==> src/rtl/ones_seq_ctrl.sv <==
// Bit-count sequencer: streams an operand bytewise through an external
// combinational Ones unit and accumulates the per-byte counts.
module ones_seq_ctrl #(
  parameter int NBYTES = 4,
  parameter int CW     = $clog2(8*NBYTES+1)
) (
  input  logic                clk,
  input  logic                reset,
  input  logic                in_valid,
  output logic                in_ready,
  input  logic [8*NBYTES-1:0] in_word,
  output logic [7:0]          ones_y,
  input  logic [3:0]          ones_z,
  output logic                out_valid,
  input  logic                out_ready,
  output logic [CW-1:0]       out_count,
  output logic                out_err
);

  localparam int W  = 8*NBYTES;
  localparam int IW = (NBYTES > 1) ? $clog2(NBYTES) : 1;
  localparam int SW = CW + 1;

  typedef enum logic [1:0] {
    IDLE,
    RUN,
    DONE
  } state_t;

  state_t state;
  state_t state_nx;

  logic [W-1:0]  sh;
  logic [IW-1:0] idx;
  logic [CW-1:0] acc;
  logic          err;

  logic [SW-1:0] sum;
  logic [CW-1:0] acc_nx;
  logic          bad;
  logic          last;

  // One extra bit catches overflow so the total clamps instead of wrapping
  assign sum    = {1'b0, acc} + SW'(ones_z);
  assign acc_nx = sum[CW] ? '1 : sum[CW-1:0];
  assign bad    = ones_z > 4'd8;
  assign last   = idx == IW'(NBYTES-1);

  assign in_ready  = state == IDLE;
  assign out_valid = state == DONE;
  assign ones_y    = (state == RUN) ? sh[7:0] : 8'h00;

  always_ff @(posedge clk or negedge reset) begin
    if (!reset) begin
      state <= IDLE;
    end else begin
      state <= state_nx;
    end
  end

  always_comb begin
    state_nx = state;
    unique case (state)
      IDLE: if (in_valid)  state_nx = RUN;
      RUN:  if (last)      state_nx = DONE;
      DONE: if (out_ready) state_nx = IDLE;
      default:             state_nx = IDLE;
    endcase
  end

  always_ff @(posedge clk or negedge reset) begin
    if (!reset) begin
      sh        <= '0;
      idx       <= '0;
      acc       <= '0;
      err       <= 1'b0;
      out_count <= '0;
      out_err   <= 1'b0;
    end else begin
      unique case (state)
        IDLE: begin
          if (in_valid) begin
            sh  <= in_word;
            acc <= '0;
            idx <= '0;
            err <= 1'b0;
          end
        end
        RUN: begin
          acc <= acc_nx;
          sh  <= sh >> 8;
          idx <= idx + IW'(1);
          err <= err | bad;
          if (last) begin
            out_count <= acc_nx;
            out_err   <= err | bad;
          end
        end
        default: begin
        end
      endcase
    end
  end

endmodule

==> config.mk <==
export PLATFORM = sky130hd
export DESIGN_NAME = ones_seq_ctrl
export DESIGN_NICKNAME = d
export VERILOG_FILES = /design/src/rtl/ones_seq_ctrl.sv
export SDC_FILE = /design/constraint.sdc
export NUM_CORES = 1
export LEC_CHECK = 0
export BUFFER_PORTS_ARGS = -buffer_cell sky130_fd_sc_hd__buf_2
export CAP_MARGIN = 10
export CORE_MARGIN = 2
export CORE_UTILIZATION = 25
export CTS_CLUSTER_SIZE = 28
export DETAILED_ROUTE_END_ITERATION = 6
export PLACE_DENSITY = 0.45
export SYNTH_ARGS = -nofsm -noshare
export SYNTH_HDL_FRONTEND = slang
export SYNTH_SLANG_ARGS = --single-unit
==> constraint.sdc <==
create_clock -name clk -period 1.7 [get_ports clk]
set_input_delay 0.34 -clock clk [delete_from_list [all_inputs] [get_ports clk]]
set_output_delay 0.34 -clock clk [all_outputs]
set_load 0.02 [all_outputs]
After elaboration in Yosys (flattened, before gate mapping)
Index checks and enable logic that the tools add are counted.

Output and inout bits: 17. Bits in registers: 50.

Reduce and logical (&&, ||, !) cells: 5. Equal/unequal tests: 6. Bitwise gates (word level): 1. Multiplexer cells: 14. Magnitude comparators: 1. $add $sub $neg: 2.

Operator list (count): case mux 32 bit (2 select lines) (1); 2-to-1 mux 32 bit (1); 2-to-1 mux 6 bit (2); case mux 6 bit (2 select lines) (1); 2-to-1 mux 2 bit (4); 2-to-1 mux 8 bit (1); adder 6 x 4 -> 7 bit (1); case mux 2 bit (3 select lines) (1); == test 2 bit, second input constant (2); > comparator 4 bit, second input constant (1); != test 2 bit, second input constant (2); case mux 2 bit (2 select lines) (1); AND reduction 2 bit (2); AND reduction 3 bit (1); adder 2 x 1 -> 2 bit, second input constant (1); == test 2 x 1 -> 1 bit, second input constant (1); zero test 2 bit (1); != test 2 x 1 -> 1 bit, second input constant (1); case mux 1 bit (2 select lines) (1); nonzero test 2 bit (1); 2-to-1 mux 1 bit (1); OR 1 bit (1).

Logic depth before layout (Yosys ltp)
Word-level depth: 3. Mapped depth: 6. Mapped depth without buffers: 6.

Least setup slack after synthesis
No wires, ideal clock.

Path type: reg2reg. Start: register acc[0]. End: register out_count[4]. Buffers on the path: 0. Setup time: 0.123 ns. Arrival: 1.676 ns. Stages on the path, launching flop included: 7. Data required time: 1.577 ns. Slack: -0.099 ns. Cells stage by stage: dfrtp_1 > ha_1 > fa_1 > a21o_1 > a21oi_2 > mux2i_1 > o21ai_1.

Word-level cells in the longest chain between the ends: 2.

RTL lines: start: declaration (RTL line 35) `logic [CW-1:0] acc;`; start signal: assignment (RTL line 90) `acc <= acc_nx;`; adder 6 x 4 -> 7 bit (RTL line 44) `assign sum = {1'b0, acc} + SW'(ones_z);`; 2-to-1 mux 6 bit (RTL line 45) `assign acc_nx = sum[CW] ? '1 : sum[CW-1:0];`; end signal: assignment (RTL line 95) `out_count <= acc_nx;`; end: declaration (RTL line 16) `output logic [CW-1:0] out_count,`.

No other way between the ends. A chain may end at the register's enable or synchronous reset.

Worst setup path in the final report
Ends and elaborated chain as after synthesis.

==> impl_metrics.yaml <==
power_and_ir_drop:
  power.switching_uw: 2240
  finalPower_uw: 5640
  power_density_mw_per_mm2: 1770
  ir_worst_vdd_mv: 0.458
  swShare_pct: 39.7
  intPower_uw: 3400
  clkPwrFrac_pct: 15.4
  seq_power_share_pct: 35.2
  p_leak_uw: 0.00148
  comb_power_share_pct: 49.3
detailed_routing:
  routed-wl-met2_mm: 2.87
  viasPerCell: 4.48
  ant_nets: 0
  post_drt_wl_per_cell_um: 13.8
  dr_wl_met3_um: 187
  drt_wl_total_mm: 6.13
  dr.pass1.iters: 4
  highest_layer: "met4"
  dr.first_iter.drc_count: 79
  vias: 1984
  met1_length_mm: 2.99
  route.detailed.drc: 0
place:
  dp_hpwl_mm: 4.52
  port-buffer-count: 56
  gp_congestion: 0.773
  pre_cts_ws_ns: -0.131
run_status:
  status: "finished with violations"
  violations: "setup timing"
yosys:
  synthCells: 243
  ys_top_cells_by_count: "dfrtp_1 (50), nand2_1 (29), o21ai_1 (24)"
  seq_area_frac_synth_pct: 50.9
  synth-edff-count: 0
  synth_compound_area_share_pct: 26.5
  yosys.area.top_type_share_pct: 50.9
  synth_warnings: 0
  synth_area_mm2: 0.00246
  synthArstFlopShare_pct: 100
  synth_fa_ha_area_share_pct: 3.36
  yosysUniqueCellTypes: 39
  synth_largest_area_cell: "dfrtp_1"
  synth_xor_area_share_pct: 0.357
  synthSimpleGateAreaFrac_pct: 13.1
  ys_ff_latch: 50
  synth.most_common_cell: "dfrtp_1"
  syn_avg_cell_area_um2: 10.1
  synth_top_family_by_area: "compound AO/OA/AOI/OAI gates"
  synth_mux_area_share_pct: 0.408
  synthTopCellsByArea: "dfrtp_1 (51%), a22oi_1 (7.0%), o21ai_1 (4.9%)"
  syn_nets: 289
  synth-main-ff-cell: "dfrtp_1"
timing:
  rsz0062_at_grt: "yes"
  tightestPinTransition_ns: 0.470
  min_period_over_period_pct: 101
  clock_skew_ns: 0.00520
  hold_violations: 0
  setup_ws_ns: -0.0207
  finalSetupViolations: 1
  period_minus_slack_ns: 1.72
  slew_violations: 0
  max-slew-margin-rel_pct: 68.6
  worst_hold_slack_ns: 0.00466
  fmax_mhz: 581
global_route:
  grt_pass1_wl_mm: 10.0
  first_global_vias: 2005
  grt.total_usage_pct: 12.2
  grt_max_degree: 51
  grt.overflow.total: 0
  antenna_found_initial: 0
clock_tree:
  cts-buffers-inserted: 5
  cts_hold_buf: 0
  cts_tree: "built"
  root_buffer: "clkbuf_8"
  clockBufferDepth: 2
  cts_max_level: 2
  cts_num_sinks: 50
  clock_latency_ns: 0.30
  clk_pin_slew_ns: 0.09
worst_setup_path:
  rrSetupSlack_ns: -0.02
  worstSetupStartpointType: "register"
  cp-end-kind: "register"
  crit_slowest_cell: "dfrtp_1"
  critPathRequiredTime_ns: 1.90
  crit_buf_inv: 0
  critPathTopFamily: "adder cells"
  crit_fanout: 5
  path_class: "register to register"
  crit_cells: 6
  critical_path.max_stage_delay_ns: 0.39
  cp-endpoint: "out_count[4]"
  reg2reg_to: "out_count[4]"
  rr_startpoint: "acc[0]"
  cp.arrival_ns: 1.92
  reg2reg_depth: 6
  crit_start: "acc[0]"
  crit_path_cell_trace: "ha_2 -> fa_2 -> a21o_1 -> a21oi_4 -> mux2i_1 -> o21ai_1"
flow_run:
  cap_viol_max_count: 0
final_layout:
  diodes: 0
  finalNetCount: 355
  fillers: 1041
  syn_to_final_growth_pct: 29.8
  drive_gt1_share_pct: 33.2
  final_util_pct: 33.1
die:
  dieArea_mm2: 0.0106
  initial_utilization_pct: 25.5
  core.rowCount: 36
  io-pin-count: 57
  die_y_um: 103
  fp.dieW_um: 103
  core_mm2: 0.00964
worst_hold_path:
  hp-class: "input pin to async pin"
## metal layers
| layer | up-vias | global-route usage, % |
|---|---|---|
| li1 | 1004 | - |
| met1 | 941 | 16.5 |
| met2 | 33 | 20.0 |
| met3 | 6 | 2.17 |
| met4 | 0 | 3.64 |
| met5 | - | 0 |
## power by group through the flow
stage / sequential [uW] / clock [uW] / combinational [uW]
2_1_floorplan: 2020 / 0 / 1740
3_3_place_gp: 2000 / 0 / 2570
3_5_place_dp: 2020 / 0 / 2590
4_1_cts: 1990 / 907 / 2760
5_1_grt: 2060 / 947 / 3130
6_report: 1990 / 871 / 2780
## kinds of logic after synthesis
| family | Yosys count |
|---|---|
| simple gates | 67 |
| flops | 50 |
| compound gates | 97 |
| fa+ha+maj | 6 |
| xor+xnor | 1 |
| buf+inv | 21 |
| mux | 1 |
## worst register-to-register path, delay by kind of cell (launching register included)
| kind | cells | cell delay, ns |
|---|---|---|
| fa+ha+maj | 2 | 0.53 |
| compound gates | 3 | 0.49 |
| flops | 1 | 0.39 |
| mux | 1 | 0.21 |
## how the worst min path moves through the flow
stage	startpoint	end	slack (ns)	depth (start not counted)
final	reset	acc[1]	0.005	2
after global routing	reset	acc[1]	0.03	2
after CTS	reset	sh[13]	0.01	2
after detailed placement	reset	acc[1]	0.35	2
after global placement	reset	acc[1]	0.35	2
after floorplan	reset	acc[0]	0.04	0
## per-stage QoR
stage / area, um^2 / instances / setup TNS (ns)
after floorplan: 2470 / 243 / 0
after global placement: 2970 / 434 / -0.555
after detailed placement: 2970 / 434 / -0.593
after CTS: 3160 / 442 / -0.117
after global routing: 3190 / 443 / -0.714
final: 3190 / 443 / -0.0207
## placed cells by master, fill, tap and decap left out, drive strengths merged
cell type / Yosys / layout
nor2b: 11 / 11
nor2: 9 / 9
bufinv: 0 / 1
a21o: 2 / 2
mux2i: 1 / 1
o21a: 1 / 1
and3: 1 / 1
nor3: 1 / 1
a22o: 10 / 10
o2bb2ai: 1 / 1
xor2: 1 / 1
a221oi: 1 / 1
buf: 15 / 76
and2: 8 / 8
o22a: 2 / 2
o21bai: 1 / 1
or3: 2 / 2
dfrtp: 50 / 50
o211a: 1 / 1
nand3: 2 / 2
a21oi: 14 / 14
fa: 1 / 1
and2b: 1 / 1
inv: 4 / 6
a211oi: 2 / 2
o21ai: 38 / 38
nand2: 30 / 30
nand2b: 2 / 2
ha: 5 / 5
a22oi: 24 / 24
clkbuf: 2 / 5
## registers in the layout, summed over array words and instances (netlist names)
register   flops
out_err        1
out_count      6
state          2
sh            32
err            1
acc            6
idx            2
## cell type report
cell class / count / area [um^2] / share of cell area (%)
Timing Repair Buffer: 76 / 520 / 16.3
Tap cell: 133 / 166 / 5.22
Multi-Input combinational cell: 172 / 1120 / 35.1
Clock buffer: 5 / 68.8 / 2.16
Sequential cell: 50 / 1250 / 39.2
Clock inverter: 3 / 47.5 / 1.49
Inverter: 4 / 15.0 / 0.471
## timing repair
action,CTS,global route
pin swaps,1,8
setup endpoints to repair,14,24
buffers inserted,0,1
resized for setup,21,8
hold endpoints to repair,0,0
Power figures use the tool's default switching activity.
